[src/rtl/fib_display_driver_if.sv]
// Bus between the Fibonacci datapath and its seven-segment display driver.
// The datapath (master) offers a value with a one-cycle load strobe.
interface fib_display_driver_if;
    // Handshake: load is a single-cycle strobe, accepted only while busy=0 and
    // fsm_state is IDLE; busy rises on the accepting edge and falls on the edge
    // that commits digits/overflow. A load seen while busy=1 is dropped.
    logic [15:0] value;
    logic        load;
    logic        busy;
    logic [15:0] digits;
    logic        overflow;
    logic [6:0]  segments;
    logic [3:0]  anodes;
    logic [1:0]  fsm_state;

    modport master (
        output value, load,
        input  busy, digits, overflow, segments, anodes, fsm_state
    );

    modport slave (
        input  value, load,
        output busy, digits, overflow, segments, anodes, fsm_state
    );
endinterface

[src/rtl/fib_display_driver.sv]
// Binary-to-BCD (double-dabble) converter feeding a 4-digit multiplexed
// common-anode seven-segment display that shows only committed results.
module fib_display_driver #(
    parameter int REFRESH_DIV   = 50000,
    parameter bit BLANK_LEADING = 1'b1
) (
    input  logic             clock,
    input  logic             reset,
    fib_display_driver_if.slave bus
);

    localparam int CW = (REFRESH_DIV > 2) ? $clog2(REFRESH_DIV) : 1;

    typedef enum logic [1:0] {
        IDLE   = 2'd0,
        SHIFT  = 2'd1,
        COMMIT = 2'd2
    } state_t;

    state_t      state, state_next;
    logic [15:0] shreg, shreg_next;
    logic [19:0] acc, acc_next, acc_adj;
    logic [3:0]  step, step_next;
    logic        busy_q, busy_next;
    logic [15:0] digits_q, digits_next;
    logic        overflow_q, overflow_next;

    logic [CW-1:0] scan_cnt;
    logic [1:0]    digit_idx;
    logic [3:0]    cur_nibble;
    logic          cur_blank;
    logic [6:0]    seg_next;
    logic [6:0]    segments_q;
    logic [3:0]    anodes_q;

    // Add-3 correction on every BCD nibble before each shift.
    always_comb begin
        acc_adj = acc;
        for (int i = 0; i < 5; i++) begin
            if (acc[4*i +: 4] >= 4'd5) begin
                acc_adj[4*i +: 4] = acc[4*i +: 4] + 4'd3;
            end
        end
    end

    always_comb begin
        state_next    = state;
        shreg_next    = shreg;
        acc_next      = acc;
        step_next     = step;
        busy_next     = busy_q;
        digits_next   = digits_q;
        overflow_next = overflow_q;
        case (state)
            IDLE: begin
                if (bus.load) begin
                    shreg_next = bus.value;
                    acc_next   = '0;
                    step_next  = '0;
                    busy_next  = 1'b1;
                    state_next = SHIFT;
                end
            end
            SHIFT: begin
                acc_next   = {acc_adj[18:0], shreg[15]};
                shreg_next = {shreg[14:0], 1'b0};
                step_next  = step + 4'd1;
                if (step == 4'd15) begin
                    state_next = COMMIT;
                end
            end
            COMMIT: begin
                digits_next   = acc[15:0];
                overflow_next = (acc[19:16] != 4'd0);
                busy_next     = 1'b0;
                state_next    = IDLE;
            end
            default: begin
                busy_next  = 1'b0;
                state_next = IDLE;
            end
        endcase
    end

    always_ff @(posedge clock) begin
        if (reset) begin
            state      <= IDLE;
            shreg      <= '0;
            acc        <= '0;
            step       <= '0;
            busy_q     <= 1'b0;
            digits_q   <= '0;
            overflow_q <= 1'b0;
        end else begin
            state      <= state_next;
            shreg      <= shreg_next;
            acc        <= acc_next;
            step       <= step_next;
            busy_q     <= busy_next;
            digits_q   <= digits_next;
            overflow_q <= overflow_next;
        end
    end

    function automatic logic [6:0] seg_code(input logic [3:0] n);
        case (n)
            4'd0:    seg_code = 7'b1000000;
            4'd1:    seg_code = 7'b1111001;
            4'd2:    seg_code = 7'b0100100;
            4'd3:    seg_code = 7'b0110000;
            4'd4:    seg_code = 7'b0011001;
            4'd5:    seg_code = 7'b0010010;
            4'd6:    seg_code = 7'b0000010;
            4'd7:    seg_code = 7'b1111000;
            4'd8:    seg_code = 7'b0000000;
            4'd9:    seg_code = 7'b0010000;
            default: seg_code = 7'b1111111;
        endcase
    endfunction

    // A digit is leading when it and every digit above it are zero; the ones
    // digit never counts as leading, and an overflowed value shows all four.
    always_comb begin
        cur_nibble = digits_q[{digit_idx, 2'b00} +: 4];
        case (digit_idx)
            2'd1:    cur_blank = (digits_q[15:4] == 12'd0);
            2'd2:    cur_blank = (digits_q[15:8] == 8'd0);
            2'd3:    cur_blank = (digits_q[15:12] == 4'd0);
            default: cur_blank = 1'b0;
        endcase
        cur_blank = cur_blank && BLANK_LEADING && !overflow_q;
        seg_next  = cur_blank ? 7'b1111111 : seg_code(cur_nibble);
    end

    always_ff @(posedge clock) begin
        if (reset) begin
            scan_cnt   <= '0;
            digit_idx  <= 2'd0;
            segments_q <= 7'b1000000;
            anodes_q   <= 4'b1110;
        end else begin
            if (scan_cnt == CW'(REFRESH_DIV - 1)) begin
                scan_cnt  <= '0;
                digit_idx <= digit_idx + 2'd1;
            end else begin
                scan_cnt <= scan_cnt + 1'b1;
            end
            segments_q <= seg_next;
            anodes_q   <= ~(4'b0001 << digit_idx);
        end
    end

    assign bus.busy      = busy_q;
    assign bus.digits    = digits_q;
    assign bus.overflow  = overflow_q;
    assign bus.segments  = segments_q;
    assign bus.anodes    = anodes_q;
    assign bus.fsm_state = state;

endmodule
[src/flat_wrapper.sv]
// flat-port wrapper written by rule: the top's interface ports become plain ports
module fib_display_driver_flat 
#(
    parameter int REFRESH_DIV   = 50000,
    parameter bit BLANK_LEADING = 1'b1
)
  (clock, reset, bus_value, bus_load, bus_busy, bus_digits, bus_overflow, bus_segments, bus_anodes, bus_fsm_state);
  fib_display_driver_if bus_i ();
  input  logic clock;
  input  logic reset;
  input wire logic [$bits(bus_i.value)-1:0] bus_value;
  input wire logic [$bits(bus_i.load)-1:0] bus_load;
  output wire logic [$bits(bus_i.busy)-1:0] bus_busy;
  output wire logic [$bits(bus_i.digits)-1:0] bus_digits;
  output wire logic [$bits(bus_i.overflow)-1:0] bus_overflow;
  output wire logic [$bits(bus_i.segments)-1:0] bus_segments;
  output wire logic [$bits(bus_i.anodes)-1:0] bus_anodes;
  output wire logic [$bits(bus_i.fsm_state)-1:0] bus_fsm_state;
  assign bus_i.value = bus_value;
  assign bus_i.load = bus_load;
  assign bus_busy = bus_i.busy;
  assign bus_digits = bus_i.digits;
  assign bus_overflow = bus_i.overflow;
  assign bus_segments = bus_i.segments;
  assign bus_anodes = bus_i.anodes;
  assign bus_fsm_state = bus_i.fsm_state;
  fib_display_driver #(.REFRESH_DIV(REFRESH_DIV), .BLANK_LEADING(BLANK_LEADING)) u_core (.clock(clock), .reset(reset), .bus(bus_i));
endmodule
[config.mk]
export PLATFORM = sky130hd
export DESIGN_NAME = fib_display_driver_flat
export DESIGN_NICKNAME = d
export VERILOG_FILES = /design/src/rtl/fib_display_driver_if.sv /design/src/rtl/fib_display_driver.sv /design/src/flat_wrapper.sv
export SDC_FILE = /design/constraint.sdc
export NUM_CORES = 1
export LEC_CHECK = 0
export CORE_MARGIN = 1
export CORE_UTILIZATION = 60
export CTS_CLUSTER_SIZE = 24
export DETAILED_ROUTE_END_ITERATION = 16
export PLACE_DENSITY = 0.85
export SYNTH_ARGS = -nofsm -noshare
export SYNTH_HDL_FRONTEND = slang
export SYNTH_SLANG_ARGS = --single-unit
[constraint.sdc]
create_clock -name clock -period 4.12 [get_ports clock]
set_input_delay 0.824 -clock clock [delete_from_list [all_inputs] [get_ports clock]]
set_output_delay 0.824 -clock clock [all_outputs]
set_load 0.03 [all_outputs]
==> results.ini <==
[global_routing]
grt_start_max_net_pins = 40
grt_pass1_wl_um = 16000
grt_antenna_before_repair = 0
overflow = 0
grt_pass1_vias = 3580
gr-usage-all-layers = 0.269

[critical_path]
slowest_stage = clkdlybuf4s50_1
max_stage_delay_ns = 0.74
cp-start-kind = flip-flop
path_class = flip-flop to primary output
worst-path-buf-inv = 1
crit_start = u_core.bus.fsm_state[0]
cp_max_fo = 9
path_delay_family = buffers and inverters
worstPathArrival_ns = 1.60
worstPathCellList = clkdlybuf4s50_1
critPathRequiredTime_ns = 3.30
timing.rr.start = u_core.digit_idx[0]
crit_path_end_kind = primary output

[sta]
fin_worst_skew_ns = 0.00784
final.period_utilization = 0.589
relSlewSlack = 0.269
max_freq_mhz = 412
worst_pin_slew_ns = 1.09
setup_violations = 0
final-max-slew-violation-count = 0
final-hold-violation-count = 0
rsz0062_at_grt = false
fin_setup_tns_ns = 0
fin_crit_ns = 2.43

[job]
drv_cap = 0

[floorplanning]
initial_core_util = 0.631
die_w_um = 87.3
die-area_um2 = 7610
dieHeight_um = 87.3
io_pins = 50
core_area_um2 = 6910
rows = 30

[synth]
yosysTopAreaCell = dfxtp_1
synth-edff-count = 0
syn_nets = 577
ys_warn_count = 0
ys_seq_area_frac = 0.409
syn_inst = 535
syn_area_per_cell_um2 = 8.15
async_flop_share = 0
synth_flop_cell = dfxtp_1
synth-seq-cells = 89
synth_top_area_frac = 0.409
synth_top_cells_by_count = dfxtp_1, nand2_1, nor2_1, a21oi_1, o21ai_0
yosysMostFrequentCell = dfxtp_1
syn-cell-area_um2 = 4360
ys_top_cells_by_area = dfxtp_1, ha_1, a21oi_1, nand2_1, nor2_1
netlist-cell-type-count = 53

[clock_tree]
cts_made_buffers = 9
clk_pin_slew_ns = 0.09
cts-root-buf = clkbuf_8
post_cts_buffers = 0
clock_path_buffers = 2
htree_levels = 3
clock_sinks = 89
cts_resized = 0
insertion_delay_ns = 0.36
cts_tree = yes
hold_buffers = 0

[route]
drc = 0
wl_um = 9530
drtIter0Drc = 239
drtAntennaViolNets = 0
via_per_inst = 5.60
drt-pass1-iter-count = 4
via_count = 3744
wl_per_cell_um = 14.2

[power]
power_density_nw_per_um2 = 331
power.leakage_nw = 1.90
irDropWorstVdd_uv = 223
power_w = 0.00168

[finish]
final_nets = 610
diodes = 0
drive_above_1_share = 0.0524
area_growth_pct = 16.4
fill_cells = 537
layout.cells.non_filler = 669
multi_input_area_um2 = 2290
register_area_um2 = 1780

[placement]
place_inst = 653
io_buffers = 49
hpwl_um = 6560
gp_congestion = 0.867

[worst_hold_path]
hp-start = u_core.scan_cnt[0]
hold_path.class = flip-flop to flip-flop

[run_status]
status = finished, final reports clean

## worst register-to-register path, stage by stage (launching register included)
cell      delay (ns)
dfxtp_1         0.55
mux4_1          0.74
inv_1           0.17
ha_1            0.16
inv_1           0.05
o21ai_2         0.14
nor3_2          0.06
a211oi_1        0.22
## worst paths after layout
check                           slack, ns  cells after the start                      to
worst max-delay path                 1.69                      1        bus_fsm_state[0]
worst min-delay path                 0.49                      1      u_core.scan_cnt[0]
worst max register to register       1.96                      7  u_core.bus.segments[0]
worst min register to register       0.49                      1      u_core.scan_cnt[0]
## cells by family after synthesis
logic type,after synthesis,share of synthesized area
buffers and inverters,66,0.0651
flip-flops,89,0.409
AND/OR/NAND/NOR,191,0.199
XOR/XNOR,25,0.0502
adder cells (fa/ha/maj),23,0.0660
AO/OA/AOI/OAI,135,0.183
multiplexers,6,0.0278
## per-layer routing
metal	wire [um]	track usage
met4	165	0.115
met2	4740	0.464
met5	0	0
met1	4100	0.321
met3	519	0.0597
## where the power goes
part / switching (W) / internal, W
Combinational: 0.0000647 / 0.0000445
Sequential: 0.0000159 / 0.000879
Clock: 0.000301 / 0.000375
## layout make-up
type | count | share of cell area
clock inverter | 4 | 0.0148
inverter | 34 | 0.0251
timing repair buffer | 54 | 0.103
tap | 96 | 0.0237
multi-input combinational | 380 | 0.452
sequential | 89 | 0.351
clock buffer | 12 | 0.0306
## sequential cells by signal, summed over array words and instances (netlist names)
name                  flops
u_core.shreg             16
u_core.bus.anodes         4
u_core.bus.fsm_state      2
u_core.scan_cnt          16
u_core.bus.busy           1
u_core.acc               20
u_core.digit_idx          2
u_core.step               4
u_core.bus.overflow       1
u_core.bus.digits        16
u_core.bus.segments       7
## per-stage QoR
stage	area (um^2)	hold slack, ns	utilization	setup slack, ns
finish	5080	0.488	0.735	1.69
floorplan	4360	0.438	-	2.25
CTS	5080	0.491	0.735	1.69
global route	5080	0.512	0.735	1.64
detailed placement	4850	0.473	0.702	1.76
global placement	4850	0.454	0.702	1.78
## layout by cell type (no fill, tap or decap), types with 11 or more instances in the layout
cell / count
clkdlybuf4s50_1: 48
nand3_1: 11
a21oi_1: 57
dfxtp_1: 89
clkbuf_8: 11
ha_1: 23
o21ai_0: 37
nor2_1: 65
nand2_1: 66
a22oi_1: 11
nor3_1: 16
xnor2_1: 16
inv_1: 33
(Power assumes the default switching activity.)
